==> src/rtl/ram_port_a_burst_ctrl.sv <==
// Port-A burst sequencer for a 512x8 true dual-port RAM.
// Turns one burst command into consecutive byte writes or reads.
module ram_port_a_burst_ctrl #(
    parameter int ADDR_W = 9,
    parameter int DATA_W = 8,
    parameter int LEN_W  = 10
) (
    input  logic              clk_a,
    input  logic              rst,
    input  logic              cmd_valid,
    output logic              cmd_ready,
    input  logic              cmd_write,
    input  logic [ADDR_W-1:0] cmd_addr,
    input  logic [LEN_W-1:0]  cmd_len,
    input  logic [DATA_W-1:0] wr_data,
    input  logic              wr_valid,
    output logic              wr_ready,
    output logic [DATA_W-1:0] rd_data,
    output logic              rd_valid,
    output logic              done,
    output logic              busy,
    output logic              wren_a,
    output logic              rden_a,
    output logic [ADDR_W-1:0] address_a,
    output logic [DATA_W-1:0] data_a,
    input  logic [DATA_W-1:0] q_a
);

    localparam logic [LEN_W-1:0] DEPTH = LEN_W'(1 << ADDR_W);

    typedef enum logic [2:0] {
        S_IDLE,
        S_WRITE,
        S_READ,
        S_DRAIN,
        S_DONE
    } state_t;

    state_t            state;
    logic [ADDR_W-1:0] cur_addr;
    logic [LEN_W-1:0]  rem;
    logic              rd_pend;

    always_ff @(posedge clk_a) begin
        if (rst) begin
            state    <= S_IDLE;
            cur_addr <= '0;
            rem      <= '0;
            rd_pend  <= 1'b0;
            rd_valid <= 1'b0;
            rd_data  <= '0;
        end else begin
            // q_a is valid the cycle after a read issue; capture it then
            rd_pend  <= (state == S_READ);
            rd_valid <= rd_pend;
            if (rd_pend) begin
                rd_data <= q_a;
            end
            unique case (state)
                S_IDLE: begin
                    if (cmd_valid) begin
                        cur_addr <= cmd_addr;
                        rem      <= (cmd_len > DEPTH) ? DEPTH : cmd_len;
                        if (cmd_len == '0) begin
                            state <= S_DONE;
                        end else if (cmd_write) begin
                            state <= S_WRITE;
                        end else begin
                            state <= S_READ;
                        end
                    end
                end
                S_WRITE: begin
                    if (wr_valid) begin
                        cur_addr <= cur_addr + ADDR_W'(1);
                        rem      <= rem - LEN_W'(1);
                        if (rem == LEN_W'(1)) begin
                            state <= S_DONE;
                        end
                    end
                end
                S_READ: begin
                    cur_addr <= cur_addr + ADDR_W'(1);
                    rem      <= rem - LEN_W'(1);
                    if (rem == LEN_W'(1)) begin
                        state <= S_DRAIN;
                    end
                end
                S_DRAIN: begin
                    // last byte is on rd_valid once nothing is pending
                    if (!rd_pend) begin
                        state <= S_DONE;
                    end
                end
                S_DONE: begin
                    state <= S_IDLE;
                end
                default: begin
                    state <= S_IDLE;
                end
            endcase
        end
    end

    always_comb begin
        cmd_ready = (state == S_IDLE);
        busy      = (state != S_IDLE);
        done      = (state == S_DONE);
        wr_ready  = 1'b0;
        wren_a    = 1'b0;
        rden_a    = 1'b0;
        address_a = '0;
        data_a    = '0;
        if (state == S_WRITE) begin
            wr_ready  = 1'b1;
            wren_a    = wr_valid;
            address_a = cur_addr;
            data_a    = wr_data;
        end
        if (state == S_READ) begin
            rden_a    = 1'b1;
            address_a = cur_addr;
        end
    end

endmodule

==> config.mk <==
export PLATFORM = sky130hd
export DESIGN_NAME = ram_port_a_burst_ctrl
export DESIGN_NICKNAME = d
export VERILOG_FILES = /design/src/rtl/ram_port_a_burst_ctrl.sv
export SDC_FILE = /design/constraint.sdc
export NUM_CORES = 1
export LEC_CHECK = 0
export ABC_AREA = 1
export CAP_MARGIN = 30
export CORE_ASPECT_RATIO = 0.75
export CORE_MARGIN = 1
export CORE_UTILIZATION = 45
export CTS_BUF_LIST = sky130_fd_sc_hd__clkbuf_16
export CTS_CLUSTER_SIZE = 30
export DETAILED_ROUTE_END_ITERATION = 10
export GPL_TIMING_DRIVEN = 0
export PLACE_DENSITY_LB_ADDON = 0.2
export SYNTH_ARGS = -nofsm -noshare
export SYNTH_HDL_FRONTEND = slang
export SYNTH_SLANG_ARGS = --single-unit
==> constraint.sdc <==
create_clock -name clk_a -period 1.55 [get_ports clk_a]
set_input_delay 0.465 -clock clk_a [delete_from_list [all_inputs] [get_ports clk_a]]
set_output_delay 0.465 -clock clk_a [all_outputs]
set_load 0.005 [all_outputs]
* Word-level counts from Yosys, hierarchy flattened
Cells that the tools add are included.
** Word-level totals
- Register bits :: 32
- Bits of input ports :: 40
- Logic and storage cells :: 46
** Operators by class
- Add/sub/neg operators :: 2
- Magnitude comparators :: 1
- Eq/ne operators :: 10
- Multiplexer cells :: 21
- Reduce and logical (&&, ||, !) cells :: 6
** Operators by type and width (number)
- $mux W9 :: 4
- $mux W10 :: 3
- $pmux W10 S3 :: 1
- $pmux W9 S3 :: 1
- $mux W3 :: 6
- $pmux W3 S4 :: 1
- $eq A10 B1 Y1 const B :: 1
- $gt A10 B10 Y1 const B :: 1
- $logic_not A10 Y1 :: 1
- $sub A10 B1 Y10 const B :: 1
- $add A9 B1 Y9 const B :: 1
- $mux W8 :: 1
- $ne A2 B2 Y1 const B :: 4
- $eq A3 B2 Y1 const B :: 2
- $reduce_bool A3 Y1 :: 2
- $reduce_and A5 Y1 :: 1
- $eq A3 B1 Y1 const B :: 1
- $eq A3 B3 Y1 const B :: 1
- $logic_not A3 Y1 :: 1
- $mux W1 :: 3
- $reduce_and A3 Y1 :: 1
- $mux W2 :: 1
- $ne A2 B1 Y1 const B :: 1

* Logic depth before layout (Yosys ltp)
Gate-level depths: netlist of run 1.
- Word-level depth :: 4
- Gate-level depth with buffers :: 11
- Gate-level depth less buffers :: 10

* Worst setup path before layout of run 1
Ideal clock, no wire load.
- Kind :: register to output
- Start point :: reg state[2]
- End point :: out address_a[1]
- Arrival :: 1059 ps
- Required time :: 1085 ps
- Setup slack :: 26 ps
- Cell stages (with the launch flop) :: 7
- Path through :: dfxtp_1 > nor2_2 > nand2_2 > nand2_8 > inv_6 > buf_6 > nor2_1
** Between the ends
- Longest elaborated chain between the ends :: 3
- Elaborated cells on any way between the ends :: 4
- Those cells by class :: eq/ne: 2; mux: 2
** RTL lines
- start: declaration :: line 39 : state_t state;
- start signal: assignment :: line 46 : state <= S_IDLE;
- start signal: assignment :: line 65 : state <= S_DONE;
- start signal: assignment :: line 67 : state <= S_WRITE;
- $eq A3 B1 Y1 :: line 114 : if (state == S_WRITE) begin
- $mux W9 :: line 114
- $mux W9 * :: line 120 : if (state == S_READ) begin
- end: declaration :: line 24 : output logic [ADDR_W-1:0] address_a,
Mark *: on every way between the ends. The rest lies on a longest branch, timed or not.

* Worst setup path in the final report of run 1
- Start point :: reg state[0]
- End point :: reg cur_addr[7]
** Between the ends
- Longest elaborated chain between the ends :: 3
- Elaborated cells on any way between the ends :: 8
- Those cells by class :: eq/ne: 4; mux: 1; reduce/logical: 3
** RTL lines
- $eq A3 B1 Y1, or another cell as far along :: line 59 : unique case (state)
- $ne A2 B2 Y1 (no source line) or $reduce_bool A3 Y1 (tied branches)
- $reduce_and A3 Y1 (no source line)
- end signal: assignment :: line 62 : cur_addr <= cmd_addr;
- end signal: assignment :: line 75 : cur_addr <= cur_addr + ADDR_W'(1);
- end signal: assignment :: line 83 : cur_addr <= cur_addr + ADDR_W'(1);
- end: declaration :: line 40 : logic [ADDR_W-1:0] cur_addr;
Parallel ways exist; a longest one is shown, timed or not.
A chain may end at the register's enable or synchronous reset.

==> results of run 1 <==
==> registers in the layout (all words and copies together), names as in the netlist <==
register	count
rd_valid	1
rd_pend	1
rem	10
state	3
cur_addr	9
rd_data	8
==> cell families after synthesis <==
kind of cell | after synthesis | share of synthesized area
and+or+nand+nor | 188 | 0.394
buffers and inverters | 57 | 0.130
AOI/OAI and AO/OA | 53 | 0.134
DFF | 32 | 0.314
adders and majority gates | 3 | 0.0184
xor gates and xnor gates | 2 | 0.00859
==> worst max-delay path by stage <==
stage / cells after the start / slack, ns / start / end
3_3_place_gp: 7 / -0.58 / state[2]$_SDFFE_PP0P_ / address_a[1]
2_1_floorplan: 6 / 0.03 / state[2]$_SDFFE_PP0P_ / address_a[1]
6_report: 12 / -0.41 / state[0]$_SDFFE_PP0P_ / cur_addr[7]$_SDFFE_PP0P_
3_5_place_dp: 7 / -0.59 / state[2]$_SDFFE_PP0P_ / address_a[2]
5_1_grt: 13 / -0.47 / state[0]$_SDFFE_PP0P_ / cur_addr[7]$_SDFFE_PP0P_
4_1_cts: 9 / -0.35 / state[0]$_SDFFE_PP0P_ / address_a[8]
==> placed cells by master (no fill, tap or decap), types with 2 or more instances in the layout <==
cell | Yosys | routed
nand2_1 | 74 | 68
nor2_1 | 73 | 57
clkdlybuf4s50_1 | 0 | 38
inv_1 | 40 | 36
dfxtp_1 | 32 | 29
nand3_1 | 26 | 25
o21ai_0 | 27 | 24
buf_2 | 1 | 21
a21oi_1 | 20 | 19
buf_6 | 5 | 17
buf_4 | 2 | 16
nor2_2 | 3 | 13
dlygate4sd2_1 | 0 | 8
nor2_4 | 1 | 7
nand2_4 | 0 | 6
inv_2 | 4 | 6
o21ai_1 | 3 | 6
clkbuf_16 | 0 | 5
nand2_2 | 3 | 3
ha_1 | 3 | 3
dfxtp_4 | 0 | 3
inv_4 | 0 | 2
buf_8 | 0 | 2
nor3_2 | 0 | 2
clkbuf_1 | 3 | 2
xor2_1 | 2 | 2
nor3_1 | 4 | 2
a21oi_2 | 1 | 2
buf_12 | 0 | 2
==> final cells by class <==
type	instances	area, sq um
buffer	10	95.1
clock buffer	5	125
clock inverter	3	42.5
fill	293	891
inverter	46	190
multi-input combinational	246	1270
sequential	32	652
tap	55	68.8
timing repair buffer	98	867
==> power by group <==
group	switching (uW)	internal, uW
sequential	332	1130
clock	401	755
combinational	2670	1950
total	3400	3830
==> per-layer routing <==
layer,global-route usage,vias to the layer above
met5,0,-
met4,0.115,0
li1,-,1258
met3,0.0809,64
met1,0.374,1224
met2,0.503,210
==> synthesized netlist by cell type <==
library cell / n
nand4_1: 1
xor2_1: 2
nor2_1: 73
o21ai_0: 27
nand3_1: 26
nand2_2: 3
nand3b_1: 1
nor2_2: 3
o21ai_1: 3
a21oi_1: 20
nand2_1: 74
inv_6: 1
nand2_8: 1
clkinv_1: 1
a21oi_2: 1
ha_1: 3
o21a_1: 1
buf_6: 5
buf_4: 2
a211oi_1: 1
clkbuf_1: 3
inv_2: 4
nor2_4: 1
nor3_1: 4
dfxtp_1: 32
inv_1: 40
nor2_8: 1
buf_2: 1
==> repair_timing <==
item,CTS,global route
pin swaps,17,8
setup endpoints to repair,42,53
buffers inserted,20,6
resized for setup,150,30
cloned,2,1
==> per-stage QoR <==
step | hold WS (ns) | total power, uW | worst slack, ns | area, sq um
after global placement | 0.470 | 4530 | -0.575 | 2810
final | 0.498 | 7230 | -0.411 | 3310
after global routing | 0.519 | 7550 | -0.473 | 3310
after CTS | 0.481 | 6420 | -0.351 | 3180
after floorplan | 0.454 | 3550 | 0.0258 | 2040
after detailed placement | 0.474 | 4590 | -0.587 | 2810
==> critical path, delay by kind of cell, from the launching register on <==
kind            cells  cell delay, ns
buf+inv             7            0.81
simple gates        4            0.63
flops               1            0.36
compound gates      1            0.08
==> results.md, run 1 <==
- Outcome: complete, but fails checks
- Violated checks: DRC, setup timing
- FMAX: 510 MHz
- Seq cells post-synth: 32
- Synth area leaders: dfxtp_1 (31%), nand2_1 (14%), nor2_1 (13%)
- Required time worst endpoint: roughly 1.8 ns
- Met1 wire length: 3160 um
- Slowest cell delay on critical path: roughly 0.36 ns
- Reg-to-reg endpoint: cur_addr[7]$_SDFFE_PP0P_
- Synthesized area: 2040 sq um
- Worst Path Max Fanout: 6
- Initial core utilization: 0.485
- N_diodes: 0
- Hpwl dp: 4160 um
- Final Non-Filler Cells: between 400 and 500
- Final setup fails: 45
- Hold_sp: rd_data[4]$_SDFFE_PP0P_
- Die width: 79.7 um
- Worst setup EP type: register
- Final setup skew: 0.00603 ns
- Hold path depth: 2
- Worst path arrival time: between 2 and 2.5 ns
- Clock root cell: clkbuf_16
- Global-route wire length before repair: 10900 um
- Number of clock sinks: 32
- P_leak: 0.00165 uW
- Synthesized area per cell: just over 6 sq um
- Top layer in use: met4
- GRT Overall Usage: 0.300
- R2R Setup Slk: -0.41 ns
- Placed cell count: 460
- Reg-to-reg critical path startpoint: state[0]$_SDFFE_PP0P_
- Met3 wire length: 847 um
- DRT iter0 DRCs: 354
- Area fraction of the dominant cell type after synthesis: 0.314
- Synth-to-Final Area Change: 62.5%
- Die ar.: between 4000 and 5000 sq um
- Number of I/O pins: 72
- TritonCTS Buffers: 5
- Slew @ Worst Pin: 0.493 ns
- CTS tree: built
- Worst Hold Endpoint: rd_data[4]$_SDFFE_PP0P_
- Max cap viols: 0
- Nets@finish: 482
- CTS Buffer Depth: 2
- Layout Utilization: 0.788
- Hold_buf cts: 0
- Synth Instances: 335
- Rows: 20
- Via/cell ratio: 5.57
- Final Hold Viols: 0
- Period utilization: 1.27
- Clock transition at the registers of the reported paths: 0.06 ns
- Critical-path cell list: buf_12, nor2_4, buf_6, inv_4, buf_4, buf_4, nand2_1, inv_2, nor2_8, buf_6, o21ai_0, nor2_1
- Final min period: 1.96 ns
- Drc violations: 1
- Wire length on met2: 3640 um
- Setup crit start kind: register
- DR pass1 iterations: 10
- Final WS setup: -0.411 ns
- Gp weighted congestion: ~0.88
- Core Area: about 4200 sq um
- Total length of routed wires: 8160 um
- Wire per inst: between 15 and 20 um
- VDD IR-drop max: ~1.0 mV
- DIE HEIGHT: 60.3 um
- Type of the tightest min-delay check: reg -> reg
- Post-Syn Nets: 378
- Total number of vias: 2756
- Max H-tree Level: 2
- RSZ-0062 raised after global routing: true
- Initial antenna violation count: 0
- Worst slew margin: 0.672
- Slowest cell on crit path: dfxtp_4
- Port Buffer Count: 70
- Largest net degree at the start of global routing: 12
- GR Overflow Total: 0
- Layout cell share with drive strength beyond 1: 0.264
- Worst skew pair latency: between 0.2 and 0.3 ns
- Power per cell area: 2180 nW/um^2
- Crit path kind: reg -> reg
- Worst reg2reg path depth: 12
- Vias in the first global route: 2347
- Register area share after synthesis: 0.314
- Yosys cell types: 28
- Yosys top cell by area: dfxtp_1
- Fin Setup TNS: -12.05 ns
- Yosys warnings: 0
- Final Max Tran Viols: 0
- ANT nets after route: 0
Note: power is estimated with default switching activity, not from simulation.
==> run 2: changes to the inputs <==
--- a/config.mk
+++ b/config.mk
@@ -11,6 +11,7 @@
 export CORE_MARGIN = 1
 export CORE_UTILIZATION = 45
 export CTS_BUF_LIST = sky130_fd_sc_hd__clkbuf_16
+export CTS_CLUSTER_DIAMETER = 200
 export CTS_CLUSTER_SIZE = 30
 export DETAILED_ROUTE_END_ITERATION = 10
 export GPL_TIMING_DRIVEN = 0
==> results of run 2 <==
Same layout as run 1: the final DEF is identical, and so are final timing and power.
